## config.mk

```make
export PLATFORM = sky130hd
export DESIGN_NAME = fsic_is_tx_arb
export DESIGN_NICKNAME = d
export VERILOG_FILES = /design/src/rtl/fsic_pkg.sv /design/src/rtl/fsic_axis_skid2.sv /design/src/rtl/fsic_is_tx_arb.sv
export SDC_FILE = /design/constraint.sdc
export NUM_CORES = 1
export LEC_CHECK = 0
export BUFFER_PORTS_ARGS = -buffer_cell sky130_fd_sc_hd__buf_2
export CAP_MARGIN = 15
export CORE_MARGIN = 5
export CORE_UTILIZATION = 50
export DETAILED_ROUTE_END_ITERATION = 16
export GPL_ROUTABILITY_DRIVEN = 1
export PLACE_DENSITY = 0.82
export RECOVER_POWER = 100
export SLEW_MARGIN = 30
export SYNTH_ARGS = -nofsm -noshare
export SYNTH_HDL_FRONTEND = slang
export SYNTH_HIERARCHICAL = 1
export SYNTH_SLANG_ARGS = --single-unit
```

## constraint.sdc

```tcl
create_clock -name axis_clk -period 6.7 [get_ports axis_clk]
set_input_delay 0.67 -clock axis_clk [delete_from_list [all_inputs] [get_ports axis_clk]]
set_output_delay 0.67 -clock axis_clk [all_outputs]
set_load 0.1 [all_outputs]
```

## src/rtl/fsic_pkg.sv

```systemverilog
// Shared definitions for the FSIC IO-SERDES transmit arbiter: FSM encoding,
// tid width and the requester-index width helper.
package fsic_pkg;

    typedef enum logic {
        ST_IDLE  = 1'b0,
        ST_GRANT = 1'b1
    } arb_state_e;

    localparam int TID_W = 2;

    // Bits needed to hold a requester index; never narrower than one bit.
    function automatic int idx_width(input int n);
        return (n < 2) ? 1 : $clog2(n);
    endfunction

endpackage

```

## src/rtl/fsic_axis_skid2.sv

```systemverilog
// Two-entry registered output stage between the arbiter and the serdes TX input.
// The caller only pushes when not full, unless a pop happens in the same cycle.
module fsic_axis_skid2 #(
    parameter int PW = 8
) (
    input  logic          clk_i,
    input  logic          rst_n_i,
    input  logic          push_i,
    input  logic [PW-1:0] data_i,
    output logic          full_o,
    output logic          valid_o,
    input  logic          pop_ready_i,
    output logic [PW-1:0] data_o
);

    logic [PW-1:0] mem_q [2];
    logic          wr_ptr_q;
    logic          rd_ptr_q;
    logic [1:0]    count_q;
    logic          pop;
    logic          push_ok;

    assign valid_o = (count_q != 2'd0);
    assign full_o  = (count_q == 2'd2);
    assign data_o  = mem_q[rd_ptr_q];
    assign pop     = valid_o && pop_ready_i;
    assign push_ok = push_i && (!full_o || pop);

    always_ff @(posedge clk_i or negedge rst_n_i) begin
        if (!rst_n_i) begin
            mem_q[0] <= '0;
            mem_q[1] <= '0;
            wr_ptr_q <= 1'b0;
            rd_ptr_q <= 1'b0;
            count_q  <= 2'd0;
        end else begin
            if (push_ok) begin
                mem_q[wr_ptr_q] <= data_i;
                wr_ptr_q        <= ~wr_ptr_q;
            end
            if (pop) begin
                rd_ptr_q <= ~rd_ptr_q;
            end
            case ({push_ok, pop})
                2'b10:   count_q <= count_q + 2'd1;
                2'b01:   count_q <= count_q - 2'd1;
                default: count_q <= count_q;
            endcase
        end
    end

endmodule

```

## src/rtl/fsic_is_tx_arb.sv

```systemverilog
// Packet-atomic round-robin arbiter sharing the serdes TX stream among
// pNUM_REQ AXI-Stream requesters; tid carries the granted requester index.
module fsic_is_tx_arb
    import fsic_pkg::*;
#(
    parameter int pNUM_REQ    = 4,
    parameter int pDATA_WIDTH = 32
) (
    input  logic                              axis_clk,
    input  logic                              axis_rst_n,
    input  logic [pNUM_REQ*pDATA_WIDTH-1:0]   req_tdata,
    input  logic [pNUM_REQ*(pDATA_WIDTH/8)-1:0] req_tstrb,
    input  logic [pNUM_REQ*(pDATA_WIDTH/8)-1:0] req_tkeep,
    input  logic [pNUM_REQ*2-1:0]             req_tuser,
    input  logic [pNUM_REQ-1:0]               req_tlast,
    input  logic [pNUM_REQ-1:0]               req_tvalid,
    output logic [pNUM_REQ-1:0]               req_tready,
    output logic [pDATA_WIDTH-1:0]            as_is_tdata,
    output logic [pDATA_WIDTH/8-1:0]          as_is_tstrb,
    output logic [pDATA_WIDTH/8-1:0]          as_is_tkeep,
    output logic [TID_W-1:0]                  as_is_tid,
    output logic [1:0]                        as_is_tuser,
    output logic                              as_is_tlast,
    output logic                              as_is_tvalid,
    input  logic                              is_as_tready,
    input  logic                              arb_en,
    output logic                              arb_busy,
    output logic [TID_W-1:0]                  arb_grant,
    output arb_state_e                        dbg_state_o,
    output logic [TID_W-1:0]                  dbg_rr_ptr_o
);

    localparam int SW    = pDATA_WIDTH / 8;
    localparam int IDX_W = idx_width(pNUM_REQ);
    localparam int PW    = pDATA_WIDTH + 2 * SW + 2 + TID_W + 1;

    arb_state_e       state_q, state_d;
    logic [IDX_W-1:0] grant_q, grant_d;
    logic [IDX_W-1:0] rr_ptr_q, rr_ptr_d;

    logic [pDATA_WIDTH-1:0] r_data [pNUM_REQ];
    logic [SW-1:0]          r_strb [pNUM_REQ];
    logic [SW-1:0]          r_keep [pNUM_REQ];
    logic [1:0]             r_user [pNUM_REQ];

    for (genvar k = 0; k < pNUM_REQ; k++) begin : g_unpack
        assign r_data[k] = req_tdata[k*pDATA_WIDTH +: pDATA_WIDTH];
        assign r_strb[k] = req_tstrb[k*SW +: SW];
        assign r_keep[k] = req_tkeep[k*SW +: SW];
        assign r_user[k] = req_tuser[k*2 +: 2];
    end

    logic [IDX_W-1:0]    rr_next;
    logic [IDX_W-1:0]    search_base;
    logic [IDX_W-1:0]    cand;
    logic [pNUM_REQ-1:0] search_vld;
    logic                found;
    logic [IDX_W-1:0]    win;
    logic                stage_full;
    logic                stage_valid;
    logic                accept;
    logic                eop;
    logic [TID_W-1:0]    tid_w;
    logic [PW-1:0]       in_pay;
    logic [PW-1:0]       out_pay;

    assign rr_next = (grant_q == IDX_W'(pNUM_REQ - 1)) ? '0 : grant_q + 1'b1;

    // While granted, the search looks at the other requesters from the
    // post-packet pointer so a back-to-back handover costs no idle cycle.
    always_comb begin
        search_vld  = req_tvalid;
        search_base = rr_ptr_q;
        if (state_q == ST_GRANT) begin
            search_vld[grant_q] = 1'b0;
            search_base         = rr_next;
        end
        found = 1'b0;
        win   = '0;
        cand  = '0;
        for (int i = 0; i < pNUM_REQ; i++) begin
            cand = IDX_W'((int'(search_base) + i) % pNUM_REQ);
            if (!found && search_vld[cand]) begin
                found = 1'b1;
                win   = cand;
            end
        end
    end

    // A beat moves on valid && ready; ready to the owner depends only on
    // output-stage space, never on the owner's own valid.
    assign accept = (state_q == ST_GRANT) && req_tvalid[grant_q] && !stage_full;
    assign eop    = accept && req_tlast[grant_q];

    always_comb begin
        req_tready = '0;
        if (state_q == ST_GRANT && !stage_full) begin
            req_tready[grant_q] = 1'b1;
        end
    end

    always_comb begin
        state_d  = state_q;
        grant_d  = grant_q;
        rr_ptr_d = rr_ptr_q;
        case (state_q)
            ST_IDLE: begin
                if (arb_en && found) begin
                    state_d = ST_GRANT;
                    grant_d = win;
                end
            end
            ST_GRANT: begin
                if (eop) begin
                    rr_ptr_d = rr_next;
                    if (arb_en && found) begin
                        grant_d = win;
                    end else begin
                        state_d = ST_IDLE;
                    end
                end
            end
            default: state_d = ST_IDLE;
        endcase
    end

    always_ff @(posedge axis_clk or negedge axis_rst_n) begin
        if (!axis_rst_n) begin
            state_q  <= ST_IDLE;
            grant_q  <= '0;
            rr_ptr_q <= '0;
        end else begin
            state_q  <= state_d;
            grant_q  <= grant_d;
            rr_ptr_q <= rr_ptr_d;
        end
    end

    assign tid_w  = TID_W'(grant_q);
    assign in_pay = {r_data[grant_q], r_strb[grant_q], r_keep[grant_q],
                     r_user[grant_q], tid_w, req_tlast[grant_q]};

    fsic_axis_skid2 #(
        .PW(PW)
    ) u_skid (
        .clk_i       (axis_clk),
        .rst_n_i     (axis_rst_n),
        .push_i      (accept),
        .data_i      (in_pay),
        .full_o      (stage_full),
        .valid_o     (stage_valid),
        .pop_ready_i (is_as_tready),
        .data_o      (out_pay)
    );

    assign {as_is_tdata, as_is_tstrb, as_is_tkeep, as_is_tuser, as_is_tid, as_is_tlast} = out_pay;
    assign as_is_tvalid = stage_valid;
    assign arb_busy     = (state_q == ST_GRANT) || stage_valid;
    assign arb_grant    = tid_w;
    assign dbg_state_o  = state_q;
    assign dbg_rr_ptr_o = TID_W'(rr_ptr_q);

endmodule
```

==> metrics, run 1 <==
Final period util 61.0%; DRC 0; area of the mapped netlist 0.00582 mm²; outcome complete, but fails checks; Final nets 776; Final setup viols 0; DIE WIDTH 118 µm; vias post-DR 4,126; worst skew pair latency 0.34 ns; worst clock skew 0.00749 ns; WL/cell 18.9 µm; Via density 5.58; Critical Path Sink Type output port; Worst EP required 6.03 ns; failing checks capacitance limit, slew limit; final setup TNS 0 ns; clk sink count 99; worst-path fanout max 46; Final HPWL DP 10.3 mm; fin util 61.9%; H-tree Lvls 3; Clock Path Buffers 2; share of cells above drive strength 1 58.1%; Die H 118 µm; DR top layer met4; Post-CTS Repair Setup Buffers 0; Yosys warning total 6; crit path kind reg2out; total wire length 14.0 mm; Cells after Synth 366; Pre-antenna DRT Iters 4; All-Layer GR Usage 20.6%; DIE AREA 0.0139 mm²; RSZ-0062 raised after global routing no; Yosys cell types 39; vias in the first global route 4,592; most frequent cells in the layout 180 x buf_2, 98 x dfrtp_1, 93 x mux2_2; Met2 Wirelength 7.25 mm; met3 routed WL 934 µm; largest net degree at the start of global routing 53; Detailed Route Iter0 Violations 142; Peak Freq 245 MHz; Post-Syn Nets 551; Port Buffers 235; Tmin final 4.08 ns; global-route wire length before repair 23.3 mm; Core Box Area 0.0114 mm²; number of antenna violations at the first check in global routing 1; CTS tree yes; crit start category register; row count 39; sequential area share after synthesis 42.6%; max cap viols 3; Routed Antenna Nets 0; worst hold path type reg2reg; M1 wire length 5.60 mm; Yosys reg bits 99; final hold viol count 0; grt ovf 0; Post-CTS Resized 0; initial core utilization 51.0%; Finished Layout Cells 740; I/O pins 236; Rel. slew slack -77.5%; crit path DAT 3.41 ns; clock root buffer clkbuf_16; dpl cells 722; post-cts hold buffer count 0; GPL Wtd Cong 0.863; syn_area_per_cell 15.9 µm²; CTS Buf Count 9; pins over their slew limit 124; Slew @ Worst Pin 2.66 ns; clock transition at the registers of the reported paths 0.07 ns; R2R setup slack 2.71 ns; commonest non-fill, non-tap cell in the layout buf_2; area growth from synthesis to layout 21.5%
## logic make-up after synthesis
kind of cell               count (synthesis)  share of synthesized area (%)
AOI/OAI and AO/OA                          9                           1.14
muxes                                    187                           47.2
adders and majority gates                  5                           1.08
xor gates and xnor gates                   5                          0.753
and+or+nand+nor                           31                           3.33
buffers and inverters                     30                           3.96
DFF                                       99                           42.6
## critical path: stages, from the launching register on
cell	delay, ns
dfrtp_1	1.70
mux2_2	0.41
clkbuf_1	0.90
## stage by stage
step	setup slack [ns]	hold WS [ns]	instance area, µm²
after detailed placement	3.56	0.486	7010
after floorplan	3.46	0.374	5820
after CTS	3.53	0.364	7300
final	2.62	0.487	7070
after global placement	3.64	0.463	7010
after global routing	2.31	0.510	7070
## state kept, by name (all words and copies together) (netlist names)
signal,cells
u_skid/count_q,2
dbg_rr_ptr_o,2
dbg_state_o,1
arb_grant,2
u_skid/wr_ptr_q,1
u_skid/rd_ptr_q,1
u_skid/mem_q,90
## synthesized netlist by cell type (all sizes together)
master  instances  area share [%]
mux2          138              29
dfrtp          99              43
mux4           44              17
buf            23             3.5
nand2           7            0.49
nor2            6            0.52
and2            5            0.58
ha              5             1.1
mux2i           5            0.86
clkbuf          4            0.26
inv             3            0.19
nand2b          3            0.37
nand3           3            0.26
xnor2           3            0.45
a21oi           2            0.17
nor3b           2            0.54
o21ai           2            0.24
or2             2            0.21
xor2            2            0.30
a22o            1            0.15
a22oi           1            0.13
a311o           1            0.17
and2b           1            0.13
nand3b          1            0.13
nor2b           1            0.11
o211ai          1            0.13
o221ai          1            0.15
## final timing paths
kind	from	end	depth (start not counted)
max in group asynchronous	axis_rst_n	u_skid/mem_q[59]	2
hold / removal	u_skid/mem_q[83]	u_skid/mem_q[83]	1
setup / recovery	u_skid/rd_ptr_q	as_is_tstrb[3]	2
hold reg to reg	u_skid/mem_q[83]	u_skid/mem_q[83]	1
setup reg to reg	arb_grant[0]	u_skid/mem_q[21]	6
min in group asynchronous	axis_rst_n	u_skid/mem_q[21]	1
## cell type report
class,instances,area [µm²]
Clock inverter,7,60.1
Sequential cell,99,2480
Inverter,3,11.3
Timing Repair Buffer,241,1160
Tap cell,143,179
Clock buffer,9,225
Fill cell,959,4350
Multi-Input combinational cell,237,2960
Antenna cell,1,2.50
## routing by layer
metal  track usage, %  up-vias
li1                 -     1842
met1             25.7     2090
met2             35.3      177
met3             5.53       17
met4             5.59        0
met5                0        -
Power of run 1 is not shown: default switching activity piles up to over one toggle a cycle in this logic, so the estimate is an artifact.
==> run 2: changes to the inputs <==
ABC_AREA = 1   (was not set)
PLACE_DENSITY = 0.8   (was 0.82)
clock period = 4.1 ns   (was 6.7 ns; I/O delays follow)
==> run 2 against run 1 <==
  * The flow still finishes with violations (capacitance limit, slew limit)
  * Global-route usage up 4.8 points
  * Die area up 12%
  * Synthesized cell count rose to 2.6 times the previous value
  * Clock skew down 0.0010 ns
  * Design area up 9.0%
  * Count of clock-buffer cells in the layout unchanged
  * Register-to-register slack worse by 1.8 ns
  * Setup slack worse by 2.0 ns
  * Routed wire length up 45%
  * Cell count up 75%
  * Worst hold slack worse by 0.17 ns
  * Critical path type unchanged
  * Critical endpoint is now as_is_tid[1]
  * Largest cell class unchanged
  * Highest routed layer unchanged
==> metrics, run 2 <==
Post-CTS Repair Setup Buffers 0 (unchanged); Final HPWL DP 13.2 mm (was 10.3 mm); worst-path fanout max 46 (unchanged); DIE AREA 0.0155 mm² (was 0.0139 mm²); crit path DAT 3.10 ns (was 3.41 ns); CTS Buf Count 9 (unchanged); Peak Freq 285 MHz; final setup TNS 0 ns (unchanged); largest net degree at the start of global routing 75 (was 53); CP max stage delay 1.17 ns (was 1.70 ns); number of antenna violations at the first check in global routing 0 (was 1); Detailed Route Iter0 Violations 656 (was 142); CTS tree yes (unchanged); Worst EP required 3.69 ns (was 6.03 ns); post-cts hold buffer count 0 (unchanged); clk sink count 99 (unchanged); vias in the first global route 6,700 (was 4,592); Slew @ Worst Pin 1.85 ns (was 2.66 ns); H-tree Lvls 3 (unchanged); max reg flops 90 (unchanged); share of cells above drive strength 1 20.9% (was 58.1%); Tmin final 3.51 ns; total wire length 20.2 mm (was 14.0 mm); worst skew pair latency 0.34 ns (about the same); Post-Syn Nets 1,122 (was 551); global-route wire length before repair 33.3 mm (was 23.3 mm); Worst setup startpoint u_skid/rd_ptr_q (unchanged); Via density 5.51 (was 5.58); row count 41 (was 39); DRC 0 (unchanged); worst hold path type in2reg (was reg2reg); ys flop type dfrtp_1 (unchanged); syn_area_per_cell 7.00 µm² (was 15.9 µm²); crit start category register (unchanged); WL/cell 15.7 µm (was 18.9 µm); sequential area share after synthesis 37.8% (was 42.6%); list of most frequent post-synthesis cells 366 x nand2_1, 99 x dfrtp_1, 95 x nor2_1 (was 99 x dfrtp_1, 93 x mux2_2, 44 x mux4_2); outcome complete, but fails checks (unchanged); area of the mapped netlist 0.00656 mm² (was 0.00582 mm²); worst hold start arb_en (was u_skid/mem_q[83]); area growth from synthesis to layout 17.5% (was 21.5%); Cells after Synth 937 (was 366); final hold viol count 0 (unchanged); most frequent cells in the layout 367 x nand2_1, 179 x buf_2, 96 x dfrtp_1 (was 180 x buf_2, 98 x dfrtp_1, 93 x mux2_2); Fillers 1,258 (was 959); GPL Wtd Cong 0.880 (was 0.863); CP Cell Sequence inv_1 -> nand2_1 -> nand2_1 -> clkbuf_1 (was mux2_2 -> clkbuf_1); clock transition at the registers of the reported paths 0.07 ns (about the same); Buf/Inv on CP 2 (was 1); Yosys reg bits 99 (unchanged); FF+latch area 0.00248 mm² (about the same); Post-CTS Resized 0 (unchanged); Post-synth EDFFs 0 (unchanged); Port Buffers 235 (unchanged); Pre-antenna DRT Iters 5 (was 4); failing checks capacitance limit, slew limit (unchanged); worst clock skew 0.00649 ns (was 0.00749 ns); Yosys warning total 6 (unchanged); DIE WIDTH 125 µm (was 118 µm); I/O pins 236 (unchanged); pins over their slew limit 122 (was 124); r2r startpoint arb_grant[0] (unchanged); Clock Path Buffers 2 (unchanged); grt ovf 0 (unchanged); top cells by area, synth dfrtp_1 38%, nand2_1 21%, nand4_1 9.0%, o21ai_0 6.8%, nor2_1 5.4% (was dfrtp_1 43%, mux2_2 18%, mux4_2 17%, mux2_4 10%, buf_12 1.4%); Final setup viols 0 (unchanged); Final period util 85.6%; Core Box Area 0.0127 mm² (was 0.0114 mm²); multi-input logic area 0.00342 mm² (was 0.00296 mm²); count leader, synth nand2_1 (was dfrtp_1); Routed Antenna Nets 0 (unchanged); Rel. slew slack -23.2% (was -77.5%); commonest non-fill, non-tap cell in the layout nand2_1 (was buf_2); Die H 125 µm (was 118 µm); antenna diode count 0 (was 1); Slowest-stage cell, CP inv_1 (was dfrtp_1); Largest Register u_skid/mem_q (unchanged); most used cell, CP nand2_1; Yosys top cell area share 37.8% (was 42.6%); RSZ-0062 raised after global routing no (unchanged); max cap viols 2 (was 3); Yosys top cell by area dfrtp_1 (unchanged); All-Layer GR Usage 25.4% (was 20.6%); vias post-DR 7,127 (was 4,126); crit path kind reg2out (unchanged); Yosys cell types 31 (was 39); initial core utilization 51.5% (was 51.0%); Synth async-reset ratio 100% (unchanged); Crit path max-delay family buffers and inverters (was flip-flops); clock root buffer clkbuf_16 (unchanged); Final nets 1,301 (was 776); Critical Path Sink Type output port (unchanged)
-- run 2: cell types whose count changed after synthesis, moves of 17 or more --
| cell | change |
|---|---|
| buf_2 | +20 |
| mux2_4 | -40 |
| o21ai_0 | +88 |
| clkbuf_1 | +17 |
| nor2_1 | +90 |
| nand4_1 | +94 |
| mux4_2 | -44 |
| nand2_1 | +360 |
| mux2_2 | -93 |
| o22ai_1 | +43 |
-- run 2: layer usage --
metal	GRT usage [%]	wire length, µm	vias to the layer above
met1	34.1	8890	3313
li1	-	-	3486
met4	8.64	418	0
met5	0	0	-
met2	41.6	9550	297
met3	4.29	1380	31
-- run 2: worst paths after layout --
kind | to | slack (ns) | cells past startpoint
worst max-delay path | as_is_tid[1] | 0.59 | 4
worst min-delay path | dbg_state_o | 0.32 | 3
worst max register to register | u_skid/mem_q[49] | 0.88 | 7
worst min register to register | u_skid/mem_q[72] | 0.47 | 2
max in group asynchronous | u_skid/mem_q[7] | 1.46 | 2
min in group asynchronous | u_skid/count_q[1] | 0.56 | 1
-- run 2: worst reg2reg max path: cells and delay by family (launching register included) --
kind	cells	cell delay [ns]
DFF	1	0.67
and+or+nand+nor	3	1.04
AOI/OAI and AO/OA	3	1.13
buffers and inverters	1	0.28
-- run 2: stage by stage --
stage	std cells	setup WS [ns]	utilization, %	hold WS [ns]	cell area (µm²)
after floorplan	937	1.12	-	0.114	6560
after global placement	1277	1.05	58.7	0.453	7460
after detailed placement	1277	0.962	58.7	0.459	7460
after CTS	1293	0.951	61.2	0.243	7790
after global routing	1293	0.362	60.6	0.318	7700
final	1293	0.591	60.6	0.316	7700
-- run 2: final cells by class --
type | instances | area share, %
multi-input combinational | 740 | 44.4
sequential | 99 | 32.2
timing repair buffer | 245 | 15.3
clock buffer | 9 | 2.92
tap | 172 | 2.79
clock inverter | 7 | 1.30
inverter | 21 | 1.06
-- run 2: cells by family (layout without fill, tap and decap cells) --
| logic type | after synthesis | after routing | synth area share (%) |
|---|---|---|---|
| XOR/XNOR | 2 | 2 | 0.267 |
| flip-flops | 99 | 99 | 37.8 |
| AND/OR/NAND/NOR | 593 | 593 | 39.3 |
| buffers and inverters | 98 | 282 | 10.0 |
| AO/OA/AOI/OAI | 140 | 140 | 11.7 |
| adder cells (fa/ha/maj) | 5 | 5 | 0.954 |
Power of run 2 is left out for the same reason.
==> run 3: changes to the inputs <==
CAP_MARGIN = 20   (was 15)
PLACE_DENSITY = 0.82   (was 0.8)
SYNTH_HIERARCHICAL = not set   (was 1)
==> run 3 against run 2 <==
  * The flow still finishes with violations (capacitance limit, slew limit)
  * Critical path depth shrank 2
  * Synthesized cell count shrank 6.6%
  * Setup slack gained 0.33 ns
  * First-iteration DRC count shrank 16%
  * Clock skew grew 0.0052 ns
  * Synthesized area shrank 7.8%
==> metrics, run 3 <==
outcome complete, but fails checks (unchanged); failing checks capacitance limit, slew limit (unchanged); crit start category register (unchanged); Largest Register u_skid.mem_q (was u_skid/mem_q); Post-CTS Resized 0 (unchanged); worst skew pair latency 0.34 ns (about the same); number of antenna violations at the first check in global routing 0 (unchanged); Routed Antenna Nets 0 (unchanged); worst clock skew 0.0117 ns (was 0.00649 ns); initial core utilization 50.7% (was 51.5%); clock root buffer clkbuf_16 (unchanged); Rel. slew slack -0.275% (was -23.2%); max cap viols 1 (was 2); vias post-DR 6,378 (was 7,127); DIE WIDTH 120 µm (was 125 µm); R2R setup slack 1.01 ns (was 0.88 ns); post-synthesis simple-gate area fraction 27.9% (was 39.3%); combinational family with the most area after synthesis simple AND/OR/NAND/NOR gates (unchanged); crit path kind reg2out (unchanged); H-tree Lvls 3 (unchanged); Final nets 1,254 (was 1,301); R2R cell count 8 (was 7); Cells after Synth 875 (was 937); Detailed Route Iter0 Violations 551 (was 656); Post-synth EDFFs 0 (unchanged); r2r startpoint arb_grant[0] (unchanged); DIE AREA 0.0144 mm² (was 0.0155 mm²); Via density 5.22 (was 5.51); total wire length 17.1 mm (was 20.2 mm); pins over their slew limit 50 (was 122); area of the mapped netlist 0.00604 mm² (was 0.00656 mm²); grt ovf 0 (unchanged); area growth from synthesis to layout 22.2% (was 17.5%); RR Endpoint u_skid.mem_q[63] (was u_skid/mem_q[49]); syn_area_per_cell 6.91 µm² (was 7.00 µm²); Yosys warning total 0 (was 6); Final Worst Setup Slack 0.921 ns (was 0.591 ns); clock transition at the registers of the reported paths 0.07 ns (about the same); max reg flops 90 (unchanged); ys flop type dfrtp_1 (unchanged); CTS tree yes (unchanged); vias in the first global route 5,785 (was 6,700); Synth async-reset ratio 100% (unchanged); top cells by area, synth dfrtp_1 41%, nand2_1 18%, o21ai_0 13%, nor2_1 5.5%, o22ai_1 4.3% (was dfrtp_1 38%, nand2_1 21%, nand4_1 9.0%, o21ai_0 6.8%, nor2_1 5.4%); worst-path fanout max 86 (was 46); compound-gate portion of the synthesized area 20.1% (was 11.7%); Final period util 77.5% (was 85.6%); clk sink count 99 (unchanged); Yosys top cell area share 41.0% (was 37.8%); Port Buffers 235 (unchanged); Critical Path Sink Type output port (unchanged); Core Box Area 0.0119 mm² (was 0.0127 mm²); Worst EP required 3.69 ns (about the same); worst slack, placed 1.56 ns (was 0.962 ns); crit path DAT 2.77 ns (was 3.10 ns); antenna diode count 0 (unchanged); DRC 0 (unchanged); sequential area share after synthesis 41.0% (was 37.8%); Slew @ Worst Pin 1.50 ns (was 1.85 ns); Peak Freq 315 MHz (was 285 MHz); Die H 120 µm (was 125 µm); mux contribution to synthesized area 0% (unchanged); Final setup viols 0 (unchanged); CTS Buf Count 9 (unchanged); largest net degree at the start of global routing 87 (was 75); Adder-Cell Fraction of Synth Area 1.04% (was 0.954%); Pre-antenna DRT Iters 5 (unchanged); list of most frequent post-synthesis cells 282 x nand2_1, 160 x o21ai_0, 99 x dfrtp_1 (was 366 x nand2_1, 99 x dfrtp_1, 95 x nor2_1); Yosys top cell by area dfrtp_1 (unchanged); commonest non-fill, non-tap cell in the layout nand2_1 (unchanged); GPL Wtd Cong 0.892 (was 0.880); I/O pins 236 (unchanged); Synth Area in XOR/XNOR 0.435% (was 0.267%); post-cts hold buffer count 0 (unchanged); row count 40 (was 41); most frequent cells in the layout 284 x nand2_1, 182 x buf_2, 176 x o21ai_0 (was 367 x nand2_1, 179 x buf_2, 96 x dfrtp_1); Final HPWL DP 12.1 mm (was 13.2 mm); Tmin final 3.18 ns (was 3.51 ns); Fillers 1,135 (was 1,258); Yosys cell types 29 (was 31); WL/cell 14.0 µm (was 15.7 µm); All-Layer GR Usage 23.1% (was 25.4%); final setup TNS 0 ns (unchanged); worst hold path type in2async (was in2reg); Yosys reg bits 99 (unchanged); final hold viol count 0 (unchanged); Clock Path Buffers 2 (unchanged); Post-Syn Nets 1,060 (was 1,122); count leader, synth nand2_1 (unchanged); Post-CTS Repair Setup Buffers 0 (unchanged); RSZ-0062 raised after global routing no (unchanged); share of cells above drive strength 1 20.9% (about the same); global-route wire length before repair 27.3 mm (was 33.3 mm)
==> run 3: changes by cell type in the layout (fill, tap and decap cells not counted), sizes merged, moves of 2 or more <==
| cell | change |
|---|---|
| nor2 | -3 |
| nand2 | -85 |
| inv | +44 |
| o21ai | +89 |
| or2 | -2 |
| nand4 | -92 |
| a21oi | +5 |
==> run 3: final cells by class <==
cell class	count	area (µm²)	share of cell area, %
Clock buffer	11	233	3.15
Multi-Input combinational cell	650	2970	40.2
Sequential cell	99	2480	33.6
Tap cell	147	184	2.49
Inverter	66	250	3.39
Timing Repair Buffer	243	1180	16.0
Clock inverter	5	85.1	1.15
==> run 3: metal layers <==
metal  global-route usage (%)  up-vias  part of all wire, %  wire length, µm
met4                     7.30        0                  1.8              303
met1                     29.8     2908                   44             7480
met5                        0        -                    0                0
met3                     3.68       28                  6.5             1110
met2                     39.6      231                   48             8240
li1                         -     3211                    -                -
==> run 3: kinds of logic after synthesis <==
kind of cell,Yosys count
simple gates,411
compound gates,231
buf+inv,126
flops,99
fa+ha+maj,5
xor+xnor,3
==> run 3: how the worst max path moves through the flow <==
stage                          from               end  slack (ns)  cells past startpoint
global placement       arb_grant[0]      arb_grant[0]        1.61                     12
CTS                 u_skid.rd_ptr_q    as_is_tstrb[1]        1.25                      4
detailed placement     arb_grant[0]  u_skid.mem_q[63]        1.56                      8
floorplan           u_skid.rd_ptr_q    as_is_tdata[0]        0.87                      3
finish                 arb_grant[0]      arb_grant[0]        0.92                      2
global route           arb_grant[0]      arb_grant[0]        0.71                     11
==> run 3: critical path: stages, from the launching register on <==
cell and delay [ns]:
dfrtp_1 0.65, clkbuf_2 1.15, buf_2 0.61
==> run 3: per-stage QoR <==
stage / hold slack, ns / cell area [µm²] / utilization, % / std cells
after floorplan: 0.114 / 6040 / - / 875
after global placement: 0.453 / 7160 / 60.1 / 1205
after detailed placement: 0.458 / 7160 / 60.1 / 1205
after CTS: 0.225 / 7470 / 62.7 / 1221
after global routing: 0.121 / 7390 / 62.0 / 1221
final: 0.0585 / 7390 / 62.0 / 1221
Power of run 3 is left out for the same reason.
